===== src/rtl/pow_32.sv =====
// Iterative unsigned exponentiator, y = x^e mod 2^W.
// Right-to-left square-and-multiply, one exponent bit per clock.
module pow_32 #(
  parameter int W = 32
) (
  input  logic         clk,
  input  logic         rst,
  input  logic         ld,
  input  logic [W-1:0] x,
  input  logic [W-1:0] e,
  output logic [W-1:0] y,
  output logic         done
);

  localparam int CW = $clog2(W) + 1;
  localparam logic [CW-1:0] LAST = CW'(W - 1);

  typedef enum logic [1:0] {
    S_IDLE,
    S_RUN,
    S_DONE
  } state_t;

  state_t        r_state;
  state_t        w_next;
  logic [W-1:0]  r_base;
  logic [W-1:0]  r_exp;
  logic [W-1:0]  r_acc;
  logic [CW-1:0] r_cnt;
  logic [W-1:0]  w_sq;
  logic [W-1:0]  w_mul;
  logic          w_run;

  assign w_run = (r_state == S_RUN);
  assign w_sq  = r_base * r_base;
  assign w_mul = r_acc * r_base;

  always_ff @(posedge clk or posedge rst) begin
    if (rst) begin
      r_state <= S_IDLE;
    end else begin
      r_state <= w_next;
    end
  end

  always_comb begin
    w_next = r_state;
    if (ld) begin
      w_next = S_RUN;
    end else begin
      unique case (r_state)
        S_RUN:   if (r_cnt == LAST) w_next = S_DONE;
        S_DONE:  w_next = S_DONE;
        default: w_next = S_IDLE;
      endcase
    end
  end

  // ld has priority, so a new operation abandons any run in progress
  always_ff @(posedge clk or posedge rst) begin
    if (rst) begin
      r_base <= '0;
      r_exp  <= '0;
      r_acc  <= W'(1);
      r_cnt  <= '0;
    end else if (ld) begin
      r_base <= x;
      r_exp  <= e;
      r_acc  <= W'(1);
      r_cnt  <= '0;
    end else if (w_run) begin
      if (r_exp[0]) r_acc <= w_mul;
      r_base <= w_sq;
      r_exp  <= r_exp >> 1;
      r_cnt  <= r_cnt + 1'b1;
    end
  end

  assign y    = r_acc;
  assign done = (r_state == S_DONE);

endmodule


===== config.mk =====
export PLATFORM = sky130hd
export DESIGN_NAME = pow_32
export DESIGN_NICKNAME = d
export VERILOG_FILES = /design/src/rtl/pow_32.sv
export SDC_FILE = /design/constraint.sdc
export NUM_CORES = 2
export LEC_CHECK = 0
export BUFFER_PORTS_ARGS = -buffer_cell sky130_fd_sc_hd__buf_2
export CAP_MARGIN = 20
export CORE_MARGIN = 4
export CORE_UTILIZATION = 53
export DETAILED_ROUTE_END_ITERATION = 7
export GPL_TIMING_DRIVEN = 0
export PLACE_DENSITY = 0.76
export SYNTH_ARGS = -nofsm -noshare
export SYNTH_HDL_FRONTEND = slang
export SYNTH_SLANG_ARGS = --single-unit
export TNS_END_PERCENT = 30

===== constraint.sdc =====
create_clock -name clk -period 8.9 [get_ports clk]
set_clock_uncertainty 0.1 [all_clocks]
set_input_delay 0.445 -clock clk [delete_from_list [all_inputs] [get_ports clk]]
set_output_delay 0.445 -clock clk [all_outputs]
set_load 0.01 [all_outputs]

==> flow_summary_export.csv <==
group,metric,value,unit
worst_setup_path,cp-end-kind,"flip-flop",
sta,finalMaxSlewViolations,0,
global_route,grt_pass1_wl,164000,um
logic_synthesis,yosysUniqueCellTypes,61,
route,vias,25300,
global_route,overflow,0,
finish,syn2layout_area_growth,5.86,%
die,rows,91,
clock_network,cts_setup_buffers,0,
worst_setup_path,cp_slowest_cell,"buf_1",
worst_setup_path,r2r_start,"r_base[8]",
route,first_pass_iters,5,
finish,ff_latch_area,2600,um2
sta,hold_slack,124,ps
finish,instances_no_fill,4517,
die,core-area,61900,um2
finish,fillers,5456,
finish,final_layout_size_suffix_gt1_share,4.27,%
global_route,antenna_found_initial,14,
die,die_w,259,um
clock_network,cts_tree,"built",
logic_synthesis,synth_edf_count,0,
clock_network,cts_buffers,9,
place,hpwl,87000,um
logic_synthesis,synth_area_per_cell,9.36,um2
sta,hold_viol_final,0,
die,io-pin-count,100,
route,route.detailed.wl_per_inst,23.4,um
logic_synthesis,synthFlopType,"dfrtp_1",
place,gp_congestion,1.01,
route,drc,0,
worst_setup_path,start_kind,"flip-flop",
clock_network,cts.path.max_buffers,2,
logic_synthesis,synth-seq-area-share,7.81,%
sta,relSlewSlack,16.7,%
clock_network,cts_sinks,104,
finish,final_common_cell,"inv_1",
finish,multi_input_area,27000,um2
global_route,grt_usage,32.6,%
route,drt_iter0_drc,2467,
clock_network,ctsHoldBuffers,0,
clock_network,clk_latency,390,ps
sta,tns,0,ps
logic_synthesis,synth_area,33300,um2
worst_setup_path,startpoint,"r_base[8]",
die,initial_core_util,53.8,%
sta,fmax,0.116,GHz
logic_synthesis,yosysWarnings,0,
clock_network,path_clk_slew,90,ps
worst_setup_path,crit_path_frequent_cell,"fa_1",
global_route,grt_start_max_net_pins,62,
sta,min_period_over_period,97.2,%
worst_setup_path,crit_arrival,8800,ps
finish,nNetsFinal,4764,
sta,fin_crit,8650,ps
logic_synthesis,synth_cells,3562,
worst_setup_path,slowest_delay,730,ps
finish,final_cell_mix,"818 x inv_1, 772 x fa_1, 448 x and2_1",
die,die_area,67000,um2
place,dp.cells,4500,
clock_network,h-tree-depth,3,
die,fp.dieH,259,um
route,routed_via_density,5.59,
route,wl,106000,um
sta,worstMarginPinSlew,1250,ps
logic_synthesis,async_flop_share,100,%
worst_setup_path,cp.required,9060,ps
worst_setup_path,critical_path.max_fanout,10,
logic_synthesis,ys_seq_elements,104,
sta,setup_viol,0,
hold_path,hp-class,"in -> async",
run_status,status,"complete, no violations",
sta,grt_setup_unrepaired,"false",
worst_setup_path,criticalPathCategory,"reg -> reg",
flow_run,maxCapViolations,0,
clock_network,clockRootBuffer,"clkbuf_16",
logic_synthesis,syn_nets,4655,
global_route,grt_pass1_vias,27600,
place,io_buffers,99,
route,antenna_left,0,
[flip-flops by register name (all words and copies together) (netlist names)]
signal   flops
r_base      32
y           32
r_state      2
r_cnt        6
r_exp       32
[final cells by class]
type	count	area share [%]
sequential	104	7.38
buffer	182	2.04
clock inverter	7	0.270
multi-input combinational	2453	76.4
tap	837	2.97
clock buffer	9	0.638
timing repair buffer	102	1.54
inverter	819	8.72
antenna	4	0.0284
[cells by family (layout without fill, tap and decap cells)]
kind of cell    Yosys count  count (layout)  share of synthesized area [%]
other cells               0               4                              0
fa+ha+maj              1026            1026                           55.9
mux                      53              53                           1.60
simple gates            975             975                           14.9
xor+xnor                143             143                           3.76
buf+inv                1005            1119                           11.3
flops                   104             104                           7.81
compound gates          256             256                           4.71
[cell usage after synthesis, types with 10 or more instances]
cell type | instances | share of area [%]
nand3_1 | 11 | 0.17
dfrtp_1 | 103 | 7.7
nand2_1 | 427 | 4.8
and2_1 | 448 | 8.4
nor2b_1 | 12 | 0.23
nor2_1 | 31 | 0.35
nand2b_1 | 10 | 0.19
fa_1 | 772 | 46
o21ai_0 | 107 | 1.6
xnor2_1 | 100 | 2.6
xor2_1 | 43 | 1.1
o21ai_1 | 13 | 0.20
inv_1 | 819 | 9.2
ha_1 | 254 | 9.5
mux2i_1 | 51 | 1.5
a21o_1 | 24 | 0.54
clkbuf_1 | 184 | 2.1
a21oi_1 | 52 | 0.78
[per-stage QoR]
stage | util (%) | area (um2) | setup slack (ps)
after detailed placement | 56.4 | 34900 | -812
after CTS | 56.9 | 35200 | 9.84
final | 57.0 | 35300 | 252
after global routing | 57.0 | 35300 | 7.52
after global placement | 56.3 | 34900 | -825
after floorplan | - | 33300 | 1530
[per-layer routing]
metal / part of all wire (%) / routed length (um) / vias to the layer above / GRT usage [%]
li1: - / - / 10600 / -
met1: 36 / 38400 / 12600 / 41.4
met2: 43 / 45800 / 1550 / 49.4
met3: 13 / 13700 / 454 / 11.6
met4: 7.1 / 7480 / 20 / 17.2
met5: 0.21 / 223 / - / 1.10
[final timing paths]
path                              to  slack [ps]  depth (start not counted)
min                        r_exp[22]         120                          2
max reg2reg                    y[31]         250                         27
min in group clk           r_exp[29]         160                          3
max                            y[31]         250                         27
min reg2reg                 r_exp[1]         460                          2
max in group asynchronous      y[18]        7820                          3
[critical path, delay by kind of cell, from the launching register on]
kind / cells / cell delay [ps]
AOI/OAI and AO/OA: 8 / 1670
xor gates and xnor gates: 1 / 170
adders and majority gates: 9 / 4150
buffers and inverters: 8 / 1900
DFF: 1 / 330
and+or+nand+nor: 1 / 180
[what timing repair did]
| item | in CTS | in global routing |
|---|---|---|
| resized for setup | 7 | 35 |
| endpoints found under the setup margin | 13 | 12 |
| gates cloned | 0 | 0 |
Power is left out: the tool's default activity adds up to more than one toggle a clock period on the data nets, which glitch-free logic cannot reach.
